[config.mk]
export PLATFORM = sky130hd
export DESIGN_NAME = sap_ram_unit
export DESIGN_NICKNAME = d
export VERILOG_FILES = /design/src/rtl/sap_ram_unit.sv
export SDC_FILE = /design/constraint.sdc
export NUM_CORES = 1
export LEC_CHECK = 0
export CAP_MARGIN = 15
export CORE_MARGIN = 5
export CORE_UTILIZATION = 59
export DETAILED_ROUTE_END_ITERATION = 10
export HOLD_SLACK_MARGIN = 0.06
export PLACE_DENSITY = 0.83
export SYNTH_ARGS = -nofsm -noshare
export SYNTH_HDL_FRONTEND = slang
export SYNTH_SLANG_ARGS = --single-unit
[constraint.sdc]
create_clock -name clk -period 2.5 [get_ports clk]
set_input_delay 0.5 -clock clk [delete_from_list [all_inputs] [get_ports clk]]
set_output_delay 0.5 -clock clk [all_outputs]
set_load 0.02 [all_outputs]
[src/rtl/sap_ram_unit.sv]
// SAP memory block: MAR plus DEPTH x DATA_W RAM on the CPU bus, with a post-reset
// clear sequence and a PROG mode that streams loader bytes into RAM.
module sap_ram_unit #(
    parameter int unsigned DATA_W         = 8,
    parameter int unsigned ADDR_W         = 4,
    parameter bit          CLEAR_ON_RESET = 1'b1
) (
    input  logic              clk,
    input  logic              rst,
    input  logic [DATA_W-1:0] bus,
    input  logic              load_mar,
    input  logic              inc_mar,
    input  logic              we,
    input  logic              prog_en,
    input  logic              prog_valid,
    input  logic [DATA_W-1:0] prog_data,
    output logic              prog_ready,
    output logic              busy,
    output logic [ADDR_W-1:0] mar_out,
    output logic [DATA_W-1:0] out
);

    localparam int unsigned DEPTH = 2 ** ADDR_W;

    typedef enum logic [1:0] {
        S_CLEAR = 2'd0,
        S_RUN   = 2'd1,
        S_PROG  = 2'd2
    } state_t;

    localparam state_t RST_STATE = CLEAR_ON_RESET ? S_CLEAR : S_RUN;
    localparam logic   RST_BUSY  = CLEAR_ON_RESET;

    state_t            state;
    logic [ADDR_W-1:0] mar;
    logic [ADDR_W-1:0] clr_cnt;
    logic [DATA_W-1:0] ram [DEPTH];

    logic              ram_wr_c;
    logic [ADDR_W-1:0] ram_addr_c;
    logic [DATA_W-1:0] ram_wdata_c;

    // RAM write port: clear sweep, CPU write, or accepted loader beat
    always_comb begin
        ram_wr_c    = 1'b0;
        ram_addr_c  = mar;
        ram_wdata_c = bus;
        unique case (state)
            S_CLEAR: begin
                ram_wr_c    = 1'b1;
                ram_addr_c  = clr_cnt;
                ram_wdata_c = '0;
            end
            S_RUN:   ram_wr_c = we && !prog_en;
            S_PROG: begin
                ram_wr_c    = prog_en && prog_valid;
                ram_wdata_c = prog_data;
            end
            default: ram_wr_c = 1'b0;
        endcase
    end

    // Control FSM, MAR and clear counter
    always_ff @(posedge clk or negedge rst) begin
        if (!rst) begin
            state   <= RST_STATE;
            mar     <= '0;
            clr_cnt <= '0;
            busy    <= RST_BUSY;
        end else begin
            unique case (state)
                S_CLEAR: begin
                    clr_cnt <= clr_cnt + ADDR_W'(1);
                    if (clr_cnt == ADDR_W'(DEPTH - 1)) begin
                        state <= S_RUN;
                        busy  <= 1'b0;
                    end
                end
                S_RUN: begin
                    if (prog_en) begin
                        state <= S_PROG;
                        busy  <= 1'b1;
                        mar   <= '0;
                    end else if (load_mar) begin
                        mar <= bus[ADDR_W-1:0];
                    end else if (inc_mar) begin
                        mar <= mar + ADDR_W'(1);
                    end
                end
                S_PROG: begin
                    if (!prog_en) begin
                        state <= S_RUN;
                        busy  <= 1'b0;
                        mar   <= '0;
                    end else if (prog_valid) begin
                        mar <= mar + ADDR_W'(1);
                    end
                end
                default: begin
                    state <= RST_STATE;
                    busy  <= RST_BUSY;
                end
            endcase
        end
    end

    // Storage is deliberately not reset; the CLEAR state zeroes it instead
    always_ff @(posedge clk) begin
        if (ram_wr_c) ram[ram_addr_c] <= ram_wdata_c;
    end

    // Ready follows prog_en only while in PROG, so it falls with the async reset
    assign prog_ready = (state == S_PROG) && prog_en;
    assign mar_out    = mar;
    assign out        = ram[mar];

endmodule

-- Word level (Yosys, flattened, before mapping)
Memory sizes are Yosys's and may differ from the RTL's.
Cells that the tools add are included.
- register bits: 11
- RAM bits: 128
- input port bits: 23
- output and inout port bits: 14
- logic and storage cells: 42
- memories: 1
- add/subtract/negate cells: 2
- equal/unequal tests: 8
- mux-type cells: 19
- reductions and logical operators: 8
- memories (memory ; depth ; width ; read ports ; clocked after memory_dff ; write ports ; RTL line ; RTL):
    ram ; 16 ; 8 ; 1 ; 0 ; 1 ; 37 ; logic [DATA_W-1:0] ram [DEPTH];
- operators with widths (kind ; count):
    $mux 4 ; 6
    $pmux 8 s2 ; 1
    $add 4x1->4 const B ; 2
    $pmux 4 s2 ; 1
    $mux 2 ; 3
    $ne 2x2->1 const B ; 3
    $pmux 1 s3 ; 2
    $pmux 2 s3 ; 1
    $reduce_and 3->1 ; 2
    $mux 1 ; 5
    $eq 4x4->1 const B ; 1
    $ne 4x4->1 const B ; 1
    $logic_and 1x1->1 ; 3
    $ne 3x3->1 const B ; 1
    $eq 2x1->1 const B ; 1
    $eq 2x2->1 const B ; 1
    $logic_not 2->1 ; 1
    $reduce_bool 2->1 ; 1
    $logic_not 1->1 ; 1

-- Longest topological paths before layout
- word-level depth: 5
- gate-level depth with buffers: 6
- gate-level depth less buffers: 4

-- Worst setup path after synthesis
Ideal clock, no wire load.
- path type: reg2out
- from: reg mar[0], in the netlist mar_out[0]
- to: out out[0]
- arrival: 1.687 ns
- data required time: 2.000 ns
- slack: 0.313 ns
- stages on the path, launching flop included: 5
- path buffers: 2
- cells stage by stage: dfrtp_1 > buf_2 > buf_1 > mux2i_1 > o21ai_0
- longest elaborated chain between the ends: 1
- ends and longest elaborated chain (what ; RTL line ; RTL):
    from (decl) ; 35 ; logic [ADDR_W-1:0] mar;
    from (signal assigned) ; 85 ; mar <= bus[ADDR_W-1:0];
    from (signal assigned) ; 87 ; mar <= mar + ADDR_W'(1);
    from (signal assigned) ; 96 ; mar <= mar + ADDR_W'(1);
    $mem_v2 16x8 ; -- ;
    to (decl) ; 20 ; output logic [DATA_W-1:0] out
No other way between the ends.

-- Final worst setup path
- from: reg mar[1], in the netlist mar_out[1]
- to: out out[4]
The elaborated chain is that of the path after synthesis.

==> metrics.cfg <==
[run_status]
status = complete, but fails checks
violations = setup timing

[route]
ant_nets = 0
wire_per_inst_um = 24.4
via_count = 3602
drcViolationCount = 0
wl_mm = 14.1
drt_iter0_drc = 407
viasPerCell = 6.20
first_pass_iters = 5

[place]
place_area_sq_um = 6630
post-place-cells = 543
gp_congestion = 0.841
place_ws_ps = -160
io_buffers = 36
dp_hpwl_mm = 8.40

[setup_path]
slowest_delay_ps = 500
crit_required_ps = 2000
worstSetupEndpointType = output pin
critPathSlowestCell = mux4_2
crit_buf_inv = 3
cp-start-kind = flop
path_class = flop to output pin
crit_path_max_fanout = 5
cp_top_family = multiplexers
arrival_ps = 2160
crit_chain = buf_12 > buf_4 > mux4_2 > mux2i_2 > o21ai_2 > buf_6

[sta]
finalClockSkew_ps = 5.42
setup_viol = 8
rsz0062_at_grt = yes
tightest_slew_ps = 668
layout_setup_ws_ps = -164
post-route-min-period_ps = 2660
holdWs_ps = 349
relSlewSlack_pct = 55.4
max_freq_mhz = 375
fin_tns_setup_ps = -961
finalMaxSlewViolations = 0
hold_viol = 0
fin_crit_sh_pct = 107

[cts]
cts_tree = done
cts-buffers-inserted = 17
cts_buffer_depth = 2
clock_sinks = 139
clk_pin_slew_ps = 60
h-tree-depth = 4
cts_root_buffer = clkbuf_8
worstSkewPairLatency_ps = 510

[cells_and_area]
multiInputGateArea_sq_um = 1660
seq_area_sq_um = 4120
diodes = 0
drive_gt1_share_pct = 28.1
instances_no_fill = 581
nets = 462
fillCellCount = 553
design_area_sq_um = 7350
syn2layout_area_growth_pct = 25.9

[floorplan]
die_h_um = 109
die_x_um = 109
ios = 37
core_sq_um = 9730
start_util_pct = 60.0
rows = 36
die-area_sq_um = 12000

[synthesis]
synth_flop_cell = edfxtp_1
async_reset_ff_share_pct = 7.91
synth_area_leaders = edfxtp_1 (66%), mux2i_1 (7.0%), mux4_2 (6.2%)
synthesis.nets = 380
ys_ff_latch = 139
synth_largest_area_cell = edfxtp_1
avgSynthCellArea_sq_um = 16.4
ys_seq_area_share_pct = 70.6
syn_inst = 355
synth_area_sq_um = 5840
synth_edf_count = 128
yosysUniqueCellTypes = 36
synth_top_area_share_pct = 65.9
ys_warn_count = 0

[worst_hold_path]
hp-class = input port to asynchronous set/reset pin

[global_routing]
grt_pass1_vias = 3688
antenna_found_initial = 0
grt_pass1_wl_mm = 21.7
grtUsageTotal_pct = 25.8
grt_overflow = 0
grt_max_degree = 18

[power_and_ir_drop]
ir_worst_vdd_mv = 0.693
pwr_density_cell_nw_per_um2 = 1390
leakage_nw = 2.60

[job]
max-cap-violations = 0

[registers in the layout (all words and copies together), names as in the netlist]
name	flops
clr_cnt	4
busy	1
ram	128
state	2
mar_out	4
[layer usage]
layer | global-route usage, % | vias up | routed length, um
li1 | - | 1567 | -
met1 | 33.3 | 1782 | 5420
met2 | 42.2 | 222 | 7150
met3 | 8.16 | 31 | 1180
met4 | 8.28 | 0 | 396
met5 | 0 | - | 0
[final timing paths]
check                      startpoint         end  slack (ps)  cells past startpoint
max                        mar_out[1]      out[4]        -160                      6
min                               rst  mar_out[0]         350                      1
max reg2reg                  state[1]  ram[10][1]         410                      5
min reg2reg                clr_cnt[2]  clr_cnt[2]         580                      1
max in group asynchronous         rst  mar_out[1]        1760                      1
min in group clk           clr_cnt[2]  clr_cnt[2]         580                      1
[what timing repair did]
action,in CTS,in global routing
cloned,1,0
buffers inserted,4,4
endpoints found under the setup margin,8,9
pin swaps,1,4
resized for setup,69,8
hold buffers,0,0
hold endpoints to repair,0,0
[logic make-up (layout without fill, tap and decap cells)]
family                     count (synthesis)  in the layout  synth area share, %
muxes                                     58             58                 13.5
AOI/OAI and AO/OA                         58             58                 7.01
buffers and inverters                     26            119                 2.21
DFF                                      139            139                 70.6
adders and majority gates                  2              2                0.429
xor gates and xnor gates                   3              3                0.450
and+or+nand+nor                           69             69                 5.83
[synth_stat cells (6+ instances only)]
library cell,instances
a21oi_1,8
a22o_1,10
a22oi_1,18
buf_2,10
clkbuf_1,6
dfrtp_1,10
edfxtp_1,128
mux2i_1,41
mux4_2,16
nand2_1,8
nand3_1,8
nor2_1,29
nor3_1,6
o21ai_0,11
[per-stage QoR]
| step | util [%] | total power, mW |
|---|---|---|
| after global placement | 68.2 | 7.19 |
| after global routing | 75.5 | 10.6 |
| after detailed placement | 68.2 | 7.35 |
| after CTS | 75.2 | 10.1 |
| after floorplan | - | 5.75 |
| final | 75.5 | 10.2 |
[power breakdown]
part	switching, mW	total [mW]	internal [mW]	leakage [nW]
Sequential	0.264	3.64	3.38	1.32
Combinational	2.34	4.06	1.73	1.00
Clock	0.902	2.51	1.60	0.281
[layout by cell type, fill, tap and decap left out, drive strengths merged, types with 10 or more instances in the layout]
cell	n
mux4	16
clkdlybuf4s50	27
dfrtp	10
nor2	29
mux2i	41
a22oi	18
a22o	10
o21ai	11
clkbuf	18
buf	57
edfxtp	128
[area by class of cell]
| type | instances | area share [%] |
|---|---|---|
| flip-flops and latches | 139 | 56.1 |
| multi-input cells | 190 | 22.6 |
| repair buffers | 85 | 10.8 |
| clock buffers | 18 | 5.69 |
| clock inverters | 12 | 2.37 |
| well taps | 133 | 2.26 |
| inverters | 4 | 0.204 |
(Power assumes the default switching activity.)
